### src/rtl/rf_pkg.sv
// rf_pkg: definitions shared by the register file and the hazard unit.
//   rf_state_t        - sweep sequencer state encoding (ST_CLEAR, ST_READY)
//   RF_DATA_W/DEPTH/ADDR_W - default geometry of the pipeline register file
package rf_pkg;

  typedef enum logic {
    ST_CLEAR = 1'b0,
    ST_READY = 1'b1
  } rf_state_t;

  localparam int RF_DATA_W = 32;
  localparam int RF_DEPTH  = 32;
  localparam int RF_ADDR_W = 5;

endpackage : rf_pkg

### src/rtl/rf_clear_seq.sv
// rf_clear_seq: clear-sweep sequencer for the register file.
// Walks a counter over every entry after reset or on request, asking the
// array to write zero at each step, then parks in ST_READY.
// Ports:
//   clk, rst_n   - clock, synchronous active-low reset
//   i_clr_req    - one-cycle request to re-run the sweep (honoured in READY only)
//   o_busy       - high for every cycle spent in ST_CLEAR
//   o_clr_we     - write-zero strobe for the array
//   o_clr_addr   - entry being cleared this cycle
//   o_state      - current FSM state, exported for observation
module rf_clear_seq
  import rf_pkg::*;
#(
  parameter int DEPTH  = RF_DEPTH,
  parameter int ADDR_W = RF_ADDR_W
) (
  input  logic              clk,
  input  logic              rst_n,
  input  logic              i_clr_req,
  output logic              o_busy,
  output logic              o_clr_we,
  output logic [ADDR_W-1:0] o_clr_addr,
  output rf_state_t         o_state
);

  // Exit compare sits on the last entry so the counter never wraps and a
  // non-power-of-two DEPTH is covered exactly.
  localparam logic [ADDR_W-1:0] LAST_ADDR = ADDR_W'(DEPTH - 1);

  rf_state_t         r_state;
  rf_state_t         w_state_nxt;
  logic [ADDR_W-1:0] r_cnt;
  logic [ADDR_W-1:0] w_cnt_nxt;

  always_ff @(posedge clk) begin
    if (!rst_n) begin
      r_state <= ST_CLEAR;
      r_cnt   <= '0;
    end else begin
      r_state <= w_state_nxt;
      r_cnt   <= w_cnt_nxt;
    end
  end

  always_comb begin
    w_state_nxt = r_state;
    w_cnt_nxt   = r_cnt;
    o_busy      = 1'b0;
    o_clr_we    = 1'b0;
    case (r_state)
      ST_CLEAR: begin
        // A clr_req arriving mid-sweep is ignored; the sweep just continues.
        o_busy   = 1'b1;
        o_clr_we = 1'b1;
        if (r_cnt == LAST_ADDR) begin
          w_state_nxt = ST_READY;
        end else begin
          w_cnt_nxt = r_cnt + 1'b1;
        end
      end
      ST_READY: begin
        if (i_clr_req) begin
          w_state_nxt = ST_CLEAR;
          w_cnt_nxt   = '0;
        end
      end
      default: begin
        w_state_nxt = ST_CLEAR;
        w_cnt_nxt   = '0;
      end
    endcase
  end

  assign o_clr_addr = r_cnt;
  assign o_state    = r_state;

endmodule : rf_clear_seq

### src/rtl/rf_multiport.sv
// rf_multiport: ID-stage register file, NUM_RD combinational read ports,
// one write port with same-cycle write-to-read bypass, sweep-based clear and
// a registered debug tap.
// Ports:
//   clk, rst_n   - clock, synchronous active-low reset
//   i_clr_req    - pulse to re-clear every entry
//   o_busy       - sweep running; front end must stall
//   i_we/i_waddr/i_wdata - write port (dropped while busy)
//   i_raddr      - packed read addresses, port i at [i*ADDR_W +: ADDR_W]
//   o_rdata      - packed read data, port i at [i*DATA_W +: DATA_W]
//   i_dbg_addr   - debug tap select
//   o_dbg_data   - registered array contents at i_dbg_addr (no bypass)
//   o_state      - sequencer state, exported for observation
module rf_multiport
  import rf_pkg::*;
#(
  parameter int DATA_W   = RF_DATA_W,
  parameter int DEPTH    = RF_DEPTH,
  parameter int ADDR_W   = RF_ADDR_W,
  parameter int NUM_RD   = 2,
  parameter int ZERO_REG = 1
) (
  input  logic                     clk,
  input  logic                     rst_n,
  input  logic                     i_clr_req,
  output logic                     o_busy,
  input  logic                     i_we,
  input  logic [ADDR_W-1:0]        i_waddr,
  input  logic [DATA_W-1:0]        i_wdata,
  input  logic [NUM_RD*ADDR_W-1:0] i_raddr,
  output logic [NUM_RD*DATA_W-1:0] o_rdata,
  input  logic [ADDR_W-1:0]        i_dbg_addr,
  output logic [DATA_W-1:0]        o_dbg_data,
  output rf_state_t                o_state
);

  localparam logic [ADDR_W:0] DEPTH_W = (ADDR_W+1)'(DEPTH);

  logic [DATA_W-1:0] r_mem [DEPTH];
  logic [DATA_W-1:0] r_dbg;

  logic              w_busy;
  logic              w_clr_we;
  logic [ADDR_W-1:0] w_clr_addr;
  logic              w_wr_ok;
  logic              w_dbg_ok;

  rf_clear_seq #(
    .DEPTH  (DEPTH),
    .ADDR_W (ADDR_W)
  ) u_clear_seq (
    .clk        (clk),
    .rst_n      (rst_n),
    .i_clr_req  (i_clr_req),
    .o_busy     (w_busy),
    .o_clr_we   (w_clr_we),
    .o_clr_addr (w_clr_addr),
    .o_state    (o_state)
  );

  // A port write is accepted only in READY, in range, and not to the
  // hardwired zero entry. The same qualifier gates the read bypass so a
  // bypassed value is always one the array will actually hold.
  assign w_wr_ok = !w_busy && i_we && ({1'b0, i_waddr} < DEPTH_W) &&
                   !((ZERO_REG != 0) && (i_waddr == '0));

  // The sweep owns the write path while busy; a port write then is dropped.
  always_ff @(posedge clk) begin
    if (rst_n) begin
      if (w_clr_we) begin
        r_mem[w_clr_addr] <= '0;
      end else if (w_wr_ok) begin
        r_mem[i_waddr] <= i_wdata;
      end
    end
  end

  genvar gi;
  generate
    for (gi = 0; gi < NUM_RD; gi++) begin : g_rd
      logic [ADDR_W-1:0] w_ra;
      logic [DATA_W-1:0] w_rd;

      assign w_ra = i_raddr[gi*ADDR_W +: ADDR_W];

      always_comb begin
        w_rd = '0;
        if (!w_busy && ({1'b0, w_ra} < DEPTH_W) &&
            !((ZERO_REG != 0) && (w_ra == '0))) begin
          if (w_wr_ok && (i_waddr == w_ra)) begin
            w_rd = i_wdata;
          end else begin
            w_rd = r_mem[w_ra];
          end
        end
      end

      assign o_rdata[gi*DATA_W +: DATA_W] = w_rd;
    end
  endgenerate

  assign w_dbg_ok = ({1'b0, i_dbg_addr} < DEPTH_W);

  // Samples the array before any same-edge write lands, so a write to the
  // tapped entry shows up one cycle later.
  always_ff @(posedge clk) begin
    if (!rst_n) begin
      r_dbg <= '0;
    end else if (w_dbg_ok) begin
      r_dbg <= r_mem[i_dbg_addr];
    end else begin
      r_dbg <= '0;
    end
  end

  assign o_busy     = w_busy;
  assign o_dbg_data = r_dbg;

endmodule : rf_multiport

### config.mk
export PLATFORM = sky130hd
export DESIGN_NAME = rf_multiport
export DESIGN_NICKNAME = d
export VERILOG_FILES = /design/src/rtl/rf_pkg.sv /design/src/rtl/rf_clear_seq.sv /design/src/rtl/rf_multiport.sv
export SDC_FILE = /design/constraint.sdc
export NUM_CORES = 2
export LEC_CHECK = 0
export CAP_MARGIN = 20
export CORE_UTILIZATION = 40
export DETAILED_ROUTE_END_ITERATION = 16
export DONT_BUFFER_PORTS = 1
export GPL_TIMING_DRIVEN = 0
export HOLD_SLACK_MARGIN = 0.02
export PLACE_DENSITY = 0.59
export SYNTH_ARGS = -nofsm -noshare
export SYNTH_HDL_FRONTEND = slang
export SYNTH_SLANG_ARGS = --single-unit
### constraint.sdc
create_clock -name clk -period 7.7 [get_ports clk]
set_clock_uncertainty 0.2 [all_clocks]
set_input_delay 2.31 -clock clk [delete_from_list [all_inputs] [get_ports clk]]
set_output_delay 2.31 -clock clk [all_outputs]
set_load 0.05 [all_outputs]
# --- After elaboration in Yosys (flattened, before gate mapping) ---
# Memory sizes are Yosys's and may differ from the RTL's. A register that Yosys moved wholly into a read port is not among the register bits.
# Cells that the tools add are included.
# W data, S select, Z words.
totals:
  reg_bits: 6
  latchBits: 0
  mem_bits_rw: 1024
  romBits: 0
  word_cells: 45
  mem_count: 1
mem_list:
  columns: ["memory", "depth", "width", "rd", "rd_clocked_by_memory_dff", "wr", "line_no", "rtl"]
  rows:
  - ["r_mem", 32, 32, 3, 1, 1, "rf_multiport.sv:39", "logic [DATA_W-1:0] r_mem [DEPTH];"]
op_classes:
  addsub: 1
  multipliers: 0
  div_mod_pow: 0
  order_cmp: 0
  n_eq_ne: 5
  n_shift: 0
  muxes: 20
  bitwise: 1
  reduce_logical: 15
ops:
  columns: ["op", "count"]
  rows:
  - ["$mux W32", 5]
  - ["$reduce_or A32 Y1", 1]
  - ["$logic_not A5 Y1", 3]
  - ["$mux W5", 3]
  - ["$eq A5 B5 Y1", 2]
  - ["$mux W1", 10]
  - ["$pmux W5 S2", 1]
  - ["$logic_and A1 B1 Y1", 6]
  - ["$add A5 B1 Y5 const B", 1]
  - ["$eq A5 B5 Y1 const B", 1]
  - ["$logic_not A1 Y1", 4]
  - ["$ne A2 B2 Y1 const B", 2]
  - ["$pmux W1 S2", 1]
  - ["$reduce_and A2 Y1", 1]
  - ["$not A1 Y1", 1]

# --- Logic depth before layout (Yosys ltp) ---
logic_depth:
  word_depth: 9
  depth_mapped: 9

# --- Modules after synthesis ---
# From an unflattened synthesis, not the netlist that was laid out.
hier_totals:
  hier_cells: 3309
  area_unflattened_um2: 57737.9
modules_own_cells:
  columns: ["mod", "n_inst", "cells_each", "area_each_um2"]
  rows:
  - ["rf_multiport", 1, 3272, 57421.3]
  - ["rf_clear_seq", 1, 37, 316.6]

# --- Worst setup path after synthesis ---
# No wires, ideal clock.
synth_timing:
  path_type: "input port to output port"
  startpoint: "in i_raddr[5]"
  endpoint: "out o_rdata[39]"
  arrival_ns: 4.333
  path_slack_ns: 0.857
  cell_stages: 6
  path_cell_list: "buf_4 buf_1 mux4_2 a211oi_1 a21oi_1 a221o_1"
synth_via:
  elab_chain_len: 4
  elab_cells_between_ends: 8
  cone_classes: "eq/ne: 1; mux: 2; reduce/logical: 4; memory: 1"
synth_rtl:
  columns: ["element", "line_no", "rtl"]
  rows:
  - ["start: declaration", "rf_multiport.sv:30", "input logic [NUM_RD*ADDR_W-1:0] i_raddr,"]
  - ["branches (longest 3 deep; another with $mem_v2 Z32 W32)", null, null]
  - ["$mux W32 (*)", "rf_multiport.sv:88", "if (!w_busy && ({1'b0, w_ra} < DEPTH_W) &&"]
  - ["end: declaration", "rf_multiport.sv:31", "output logic [NUM_RD*DATA_W-1:0] o_rdata,"]
# Mark *: on every way between the ends.

# --- Worst setup path in the final report ---
layout_timing:
  startpoint: "in i_raddr[4]"
  endpoint: "out o_rdata[10]"
# The elaborated chain is that of the path after synthesis.

==> results.md <==
* Worst Path Max Fanout at 10
* CP Capture Type: output port
* Synthesized area per cell at 17.5 sq um
* CP Class: primary input to output port
* Violated checks: setup timing
* Fin nets at approximately 3600
* Pre-Repair DR Iteration Count at 8
* Net count after synthesis at 3360
* Distinct cells, synth at 41
* Initial Utilization at 0.406
* Clock root buffer master: clkbuf_16
* Post-synth top area share at 0.533
* Max-Cap Viols at 0
* DIE HEIGHT at around 380 um
* Pin count of the biggest net entering global routing at 33
* Pwr/cell area at 206 mW/mm^2
* Synth Register Bits at 1062
* Met1 Routed Length at 85.7 mm
* Post-DP HPWL at 173 mm
* Initial antenna violation count at 8
* Routability cong. at roughly 0.97
* Reg clk slew, reported paths at 0.06 ns
* Filler cells at 12000
* Num ports at ~150
* WHS at 0.402 ns
* Critical Path Source Type: primary input
* Most frequent cell after synthesis: edfxtp_1
* Post-Syn Area at 0.0577 sq mm
* DR WL met2 at between 100 and 150 mm
* # setup viols final at 23
* Final ANT Viol Nets at 0
* CP required at 5.19 ns
* Metal3 WL at 33.0 mm
* Via count at 40100
* Crit path cell chain: clkbuf_2 -> clkbuf_1 -> clkbuf_1 -> buf_8 -> a21oi_1 -> a221o_2
* Post-Synthesis Cells at 3302
* All-Layer GR Usage at 0.325
* Slew Limit Headroom at 0.0807
* Detailed-route wire length at around 240 mm
* Final worst path period need at between 7 and 8 ns
* Hold Vio Cnt, Final at 0
* Layout cells sized above 1 at 0.339
* Period utilization at 1.02
* H-tree levels at 3
* Die X at between 300 and 400 um
* CTS tree: built
* Fmax at 127 MHz
* Max VDD drop at between 0.15 and 0.2 mV
* Top sig layer: met5
* Drt wl/cell at 43.5 um
* Most frequent cells after synthesis: edfxtp_1, mux4_2, mux2i_1
* Top post-synthesis cells by area: edfxtp_1, mux4_2, mux2i_1, a221oi_1, a22oi_1
* Leakage power at approximately 24 nW
* Worst EP arrival at between 5 and 6 ns
* Row cnt at 138
* Yosys top cell by area: edfxtp_1
* Outcome: finished, violations left
* Worst Tran Pin Value at 1.38 ns
* Clk buf depth at 3
* Setup TNS at -1.09 ns
* Initial DRC count at 6595
* Critical Path Most Common Cell: clkbuf_1
* Slew Viols, Final at 0
* Num CTS Buffers at approximately 120
* Syn. warnings at 0
* Area grow syn2layout at 15.8%
* Slowest CP cell: clkbuf_1
* DRC Markers at 0
* Core area at 0.142 sq mm
* DR vias/cell at 7.26
* Commonest register cell after synthesis: edfxtp_1
* Worst hold path class: flop to flop
* Async SR Flop Fraction at 0
* GRT overflow at 0
* Hold-fix buffers, CTS at 0
* # clock sinks at 1062
* Final WS setup at -0.177 ns
* # port buffers at 0
* Register area share after synthesis at 0.546
* Vias in the first global route at 38300
* Worst-Skew Late Latency at 0.77 ns
* Post-synth EDFFs at 1024
* First-pass GRT wire length at 321 mm
* Die area at ~0.15 sq mm
* Max stage delay on crit path at 1.00 ns
cells in the final DEF (no fill, tap or decap), types with 31 or more instances in the layout:
cell type / count
a211oi_1: 62
a21oi_1: 133
a221o_2: 48
a221oi_1: 112
a22oi_1: 130
and2_1: 34
and3_1: 33
buf_12: 38
buf_2: 86
buf_4: 31
buf_8: 42
clkbuf_1: 134
clkbuf_16: 120
clkbuf_2: 57
dfxtp_1: 38
edfxtp_1: 1024
mux2i_1: 451
mux4_2: 640
nor2_4: 32
nor2b_1: 68
o21bai_1: 64
report_power, final:
| group | total [mW] | internal (mW) | switching (mW) |
|---|---|---|---|
| sequential | 6.36 | 6.29 | 0.0727 |
| clock | 5.97 | 3.50 | 2.47 |
| combinational | 1.42 | 0.531 | 0.894 |
worst paths after layout:
kind,slack [ns],endpoint,start,cells after the start
worst min register to register,0.40,u_clear_seq.o_clr_addr[1]$_SDFFE_PN0P_,u_clear_seq.o_clr_addr[1]$_SDFFE_PN0P_,2
worst max register to register,3.64,r_mem[6][15]$_DFFE_PP_,u_clear_seq.o_state$_SDFF_PN0_,5
worst min-delay path,0.40,u_clear_seq.o_clr_addr[1]$_SDFFE_PN0P_,u_clear_seq.o_clr_addr[1]$_SDFFE_PN0P_,2
worst max-delay path,-0.18,o_rdata[10],i_raddr[4],6
registers in the layout, summed over array words and instances, names as in the netlist:
name / count
r_mem: 1024
o_dbg_data: 32
u_clear_seq.o_clr_addr: 5
u_clear_seq.o_state: 1
cell type report:
type,count,area (sq um),area share
Tap cell,1890,2360,0.0354
Inverter,8,30.0,0.000449
Multi-Input combinational cell,1916,25200,0.378
Antenna cell,6,15.0,0.000225
Buffer,316,1580,0.0237
Clock buffer,151,3180,0.0476
Clock inverter,67,821,0.0123
Sequential cell,1062,31500,0.472
Timing Repair Buffer,110,2070,0.0311
routing by layer:
layer  up-vias  global-route usage
li1      14900                   -
met1     21100               0.410
met2      3367               0.486
met3       727               0.117
met4        10               0.175
met5         -              0.0106
what timing repair did:
item / 4_1_cts / 5_1_grt
pin swaps: 0 / 1
setup buffers: 2 / 1
endpoints found under the hold margin: 0 / 0
endpoints found under the setup margin: 64 / 62
resized for setup: 144 / 63
cells by family (layout without fill, tap and decap cells):
group | count (synthesis) | in the layout | synth area share
compound gates | 597 | 597 | 0.0785
xor+xnor | 10 | 10 | 0.00152
fa+ha+maj | 2 | 2 | 0.000434
buf+inv | 324 | 652 | 0.0244
flops | 1062 | 1062 | 0.546
mux | 1092 | 1092 | 0.328
other cells | 0 | 6 | 0
simple gates | 215 | 215 | 0.0207
through the flow:
step	std cells	util	instance area, sq um	total power [mW]	worst slack [ns]
after detailed placement	5285	0.436	62100	7.84	-1.24
after CTS	5505	0.467	66400	13.7	0.00453
after global placement	5192	0.422	60100	7.79	-1.42
after floorplan	3302	-	57700	7.28	0.857
after global routing	5520	0.469	66800	14.0	-0.00335
final	5526	0.470	66800	13.8	-0.177
critical path: cells and delay by family:
| kind | cells | cell delay [ns] |
|---|---|---|
| AOI/OAI and AO/OA | 2 | 0.67 |
| buffers and inverters | 4 | 2.35 |
(Power assumes the default switching activity.)
